### config.mk
export PLATFORM = sky130hd
export DESIGN_NAME = adder_pipe
export DESIGN_NICKNAME = d
export VERILOG_FILES = /design/src/rtl/adder_pkg.sv /design/src/rtl/adder_pipe_stage.sv /design/src/rtl/adder_pipe.sv
export SDC_FILE = /design/constraint.sdc
export NUM_CORES = 1
export LEC_CHECK = 0
export CAP_MARGIN = 10
export CORE_AREA = 2 2 76 78
export DETAILED_ROUTE_END_ITERATION = 10
export DIE_AREA = 0 0 78 80
export HOLD_SLACK_MARGIN = 0.02
export REMOVE_ABC_BUFFERS = 1
export SYNTH_ARGS = -nofsm -noshare
export SYNTH_HDL_FRONTEND = slang
export SYNTH_SLANG_ARGS = --single-unit
### constraint.sdc
create_clock -name clk_i -period 4.1 [get_ports clk_i]
set_input_delay 1.23 -clock clk_i [delete_from_list [all_inputs] [get_ports clk_i]]
set_output_delay 1.23 -clock clk_i [all_outputs]
set_load 0.03 [all_outputs]
### src/rtl/adder_pkg.sv
// Shared constants and payload type for the adder pipeline.
// ADDER_PIPE_SATURATE_EN, when defined, clamps an overflowing sum to all ones.
package adder_pkg;

    localparam int DefaultWidth    = 8;
    localparam int DefaultCntWidth = 16;

    // Layout of the second pipeline stage at the default width.
    typedef struct packed {
        logic                    carry;
        logic [DefaultWidth-1:0] sum;
    } s2_payload_t;

endpackage

### src/rtl/adder_pipe_stage.sv
// One elastic pipeline register.
// It accepts new data in the same cycle it hands its current contents downstream.
module adder_pipe_stage #(
    parameter int DataWidth = 16
) (
    input  logic                 clk_i,
    input  logic                 rst_ni,
    input  logic                 valid_i,
    output logic                 ready_o,
    input  logic [DataWidth-1:0] data_i,
    output logic                 valid_o,
    input  logic                 ready_i,
    output logic [DataWidth-1:0] data_o
);

    logic                 r_valid;
    logic [DataWidth-1:0] r_data;
    logic                 w_load;

    assign ready_o = !r_valid || ready_i;
    assign w_load  = valid_i && ready_o;
    assign valid_o = r_valid;
    assign data_o  = r_data;

    // Data holds when the stage is not loading, so an empty stage shows its last value.
    always_ff @(posedge clk_i or negedge rst_ni) begin
        if (!rst_ni) begin
            r_valid <= 1'b0;
            r_data  <= '0;
        end else begin
            if (w_load) begin
                r_data  <= data_i;
                r_valid <= 1'b1;
            end else if (ready_i) begin
                r_valid <= 1'b0;
            end
        end
    end

endmodule

### src/rtl/adder_pipe.sv
// Two-stage elastic adder: S1 holds the operand pair, S2 holds {carry, sum}, and the top counts handed-off results.
// ADDER_PIPE_SATURATE_EN selects saturating results instead of wrap-around.
module adder_pipe
    import adder_pkg::*;
#(
    parameter int Width    = DefaultWidth,
    parameter int CntWidth = DefaultCntWidth
) (
    input  logic                clk_i,
    input  logic                rst_ni,
    input  logic [Width-1:0]    a_i,
    input  logic [Width-1:0]    b_i,
    input  logic                valid_i,
    output logic                ready_o,
    output logic [Width-1:0]    c_o,
    output logic                carry_o,
    output logic                valid_o,
    input  logic                ready_i,
    output logic [CntWidth-1:0] count_o
);

    logic                 w_s1_valid;
    logic                 w_s2_ready;
    logic [2*Width-1:0]   w_s1_data;
    logic [Width-1:0]     w_op_a;
    logic [Width-1:0]     w_op_b;
    logic [Width:0]       w_sum_ext;
    logic [Width-1:0]     w_result;
    logic [Width:0]       w_s2_data;
    logic [CntWidth-1:0]  r_count;

    adder_pipe_stage #(
        .DataWidth (2*Width)
    ) u_s1 (
        .clk_i   (clk_i),
        .rst_ni  (rst_ni),
        .valid_i (valid_i),
        .ready_o (ready_o),
        .data_i  ({a_i, b_i}),
        .valid_o (w_s1_valid),
        .ready_i (w_s2_ready),
        .data_o  (w_s1_data)
    );

    assign w_op_a    = w_s1_data[2*Width-1:Width];
    assign w_op_b    = w_s1_data[Width-1:0];
    assign w_sum_ext = {1'b0, w_op_a} + {1'b0, w_op_b};

`ifdef ADDER_PIPE_SATURATE_EN
    assign w_result = w_sum_ext[Width] ? {Width{1'b1}} : w_sum_ext[Width-1:0];
`else
    assign w_result = w_sum_ext[Width-1:0];
`endif

    assign w_s2_data = {w_sum_ext[Width], w_result};

    adder_pipe_stage #(
        .DataWidth (Width+1)
    ) u_s2 (
        .clk_i   (clk_i),
        .rst_ni  (rst_ni),
        .valid_i (w_s1_valid),
        .ready_o (w_s2_ready),
        .data_i  (w_s2_data),
        .valid_o (valid_o),
        .ready_i (ready_i),
        .data_o  ({carry_o, c_o})
    );

    always_ff @(posedge clk_i or negedge rst_ni) begin
        if (!rst_ni) begin
            r_count <= '0;
        end else if (valid_o && ready_i) begin
            r_count <= r_count + 1'b1;
        end
    end

    assign count_o = r_count;

endmodule
==> reports/qor.yml, run 1 <==
clocking:
  clock_path_buffers: 2
  cts.sinks: 43
  cts_resized: 0
  htreeDepth: 2
  cts_tree: "built"
  clk_pin_slew_ps: 80
  cts_hold_buf: 0
  clkLatencyLatePin_ps: 290
  numCtsBuffers: 5
  post_cts_buffers: 0
  clockRootBuffer: "clkbuf_8"
power_and_ir_drop:
  p_switching_uw: 543
  finalPower_uw: 1480
  intPower_uw: 936
  ir_drop_uv: 285
  comb_power_share: 0.407
  p_leak_uw: 0.00121
  pwr_density_cell_nw_per_um2: 537
  clock_power_share: 0.182
  pwr-share-seq: 0.411
  switching_share: 0.367
finish:
  multiInputGateArea_um2: 1030
  final_nets: 254
  antenna_cells: 0
  num-fill-cells: 513
  areaGrowthSynthToFinish_pct: 29.3
  fin_area_um2: 2760
  fin_cells: 296
  seq_area_um2: 1080
  drive_gt1_frac: 0.161
floorplan:
  ioPinCount: 47
  die_h_um: 80
  die_area_um2: 6240
  core-area_um2: 5410
  start_util: 0.394
  die_x_um: 78
  num_rows: 27
outcome:
  status: "complete, no violations"
synth:
  yosysTopAreaCell: "dfrtp_1"
  syn_area_per_cell_um2: 12.4
  synth_top_area_frac: 0.505
  syn-cell-area_um2: 2130
  synth.distinct_cells: 42
  ys_ff_latch: 43
  ys_seq_area_frac: 0.505
  ys_warn_count: 0
  yosys-top-cells-area: "dfrtp_1, mux2_4, ha_1"
  syn_inst: 172
critical_path:
  cp-end-kind: "primary output"
  setup.worst_path.class: "in2out"
  cp-start-kind: "input port"
  required_ps: 2870
  cp_max_fo: 5
  arrival_ps: 2690
place:
  post-place-ws_ps: 170
  dpl_cell_area_um2: 2670
  io_buffer_count: 46
  place_inst: 289
  place_congestion: 0.743
  place_hpwl_mm: 2.85
global_routing:
  antenna_found_initial: 0
  gr-usage-met1: 0.169
  grt_max_degree: 44
  grt_pass1_wl_mm: 6.82
  grt_util_all_layers: 0.141
  grt_pass1_vias: 1473
  overflow: 0
  grtUsageMet2: 0.241
  grt_busiest_layer: "met2"
  grtUsageMet3: 0.0407
drt:
  drt_iter0_drc: 48
  antenna_violating_nets_post_route: 0
  avgViaCountPerCell: 4.90
  firstDrtPassIters: 4
  route.detailed.drc: 0
  vias: 1451
  wire_per_inst_um: 13.3
  routed_wl_mm: 3.93
timing:
  final.setup.tns_ps: 0
  finalCritPeriodShare: 0.957
  finClkSkew_ps: 3.40
  post-route-min-period_ps: 3920
  worst_pin_slew_ps: 957
  slew_headroom: 0.362
  clock.fmax_mhz: 255
  setup_viol: 0
  hold_violations: 0
  setup_ws_ps: 175
  rsz0062_at_grt: "no"
  slew_violations: 0
job:
  max-cap-violations: 0
hold_path:
  hold_class: "reg2reg"
## cells in the mapped netlist (all sizes together)
library cell,number
o21ai,9
o311ai,2
inv,3
nand4b,1
and2,1
o21a,1
o31a,1
xnor2,11
and3,1
ha,9
mux2,19
nor4bb,1
nor3,2
nand4,6
nand2,15
a211oi,3
o221a,1
nand2b,3
a2bb2oi,1
o21bai,1
a21o,2
buf,2
nand3,6
o31ai,1
nor2,9
fa,1
a21oi,2
nor4,3
and2b,1
xor2,7
dfrtp,43
or3,3
or4,1
## power groups by stage
stage                     clock network, uW  registers (uW)  logic (uW)
after floorplan                           0             743         242
after CTS                               284             611         609
after global placement                    0             619         599
after detailed placement                  0             618         604
final                                   270             608         601
after global routing                    302             626         655
## path summary, 6_finish.rpt
kind                                                  from                    endpoint  slack, ps  cells after the start
worst max-delay path                               ready_i                     ready_o        180                      4
worst min-delay path               count_o[15]$_DFFE_PN0P_     count_o[15]$_DFFE_PN0P_        480                      1
worst max register to register  u_s1.data_o[0]$_DFFE_PN0P_  u_s2.data_o[6]$_DFFE_PN0P_       2070                      6
worst min register to register     count_o[15]$_DFFE_PN0P_     count_o[15]$_DFFE_PN0P_        480                      1
max in group asynchronous                           rst_ni  u_s1.data_o[1]$_DFFE_PN0P_       2420                      1
min in group asynchronous                           rst_ni      count_o[8]$_DFFE_PN0P_       1080                      1
## per-stage QoR
stage               utilization  hold WS (ps)
finish                    0.510           484
global route              0.510           504
CTS                       0.510           483
detailed placement        0.494           472
global placement          0.494           461
floorplan                     -           484
## final cells by class
type | instances | area share
clock buffer | 6 | 0.0300
sequential | 43 | 0.391
inverter | 3 | 0.00409
clock inverter | 1 | 0.00182
timing repair buffer | 47 | 0.168
tap | 72 | 0.0327
multi-input combinational | 124 | 0.373
## placed cells by master (no fill, tap or decap), types with 3 or more instances in the layout
master / instances
dfrtp_1: 43
ha_1: 9
nand4_1: 5
nand3_1: 5
inv_1: 3
nor2_1: 9
nand2_1: 13
nand2b_1: 3
xnor2_1: 11
mux2_2: 8
mux2_4: 10
xor2_1: 7
clkdlybuf4s50_1: 45
clkbuf_8: 6
o21ai_0: 9
## layer usage
metal	routed length [um]	up-vias	part of all wire
li1	-	723	-
met5	0	-	0
met2	1880	38	0.48
met4	38	0	0.0097
met1	1800	686	0.46
met3	216	4	0.055
## sequential cells by signal, summed over array words and instances (netlist names)
register	cells
count_o	16
u_s1.valid_o	1
u_s1.data_o	16
u_s2.data_o	9
u_s2.valid_o	1
## logic make-up after synthesis
kind of cell             share of synthesized area
adder cells (fa/ha/maj)                     0.0622
AO/OA/AOI/OAI                               0.0781
multiplexers                                 0.118
XOR/XNOR                                    0.0740
flip-flops                                   0.505
AND/OR/NAND/NOR                              0.150
buffers and inverters                       0.0129
## worst max-delay path: stages
cell and delay, ps:
clkdlybuf4s50_1 500, and2b_4 220, nand2_4 80, clkdlybuf4s50_1 660
(Power assumes the default switching activity.)
==> run 2: changes to the inputs <==
--- a/config.mk
+++ b/config.mk
@@ -5,12 +5,12 @@
 export SDC_FILE = /design/constraint.sdc
 export NUM_CORES = 1
 export LEC_CHECK = 0
-export CAP_MARGIN = 10
 export CORE_AREA = 2 2 76 78
 export DETAILED_ROUTE_END_ITERATION = 10
 export DIE_AREA = 0 0 78 80
 export HOLD_SLACK_MARGIN = 0.02
 export REMOVE_ABC_BUFFERS = 1
+export SKIP_CTS_REPAIR_TIMING = 1
 export SYNTH_ARGS = -nofsm -noshare
 export SYNTH_HDL_FRONTEND = slang
 export SYNTH_SLANG_ARGS = --single-unit
==> results of run 2 <==
Final layout, timing and power as in run 1 (identical DEF).
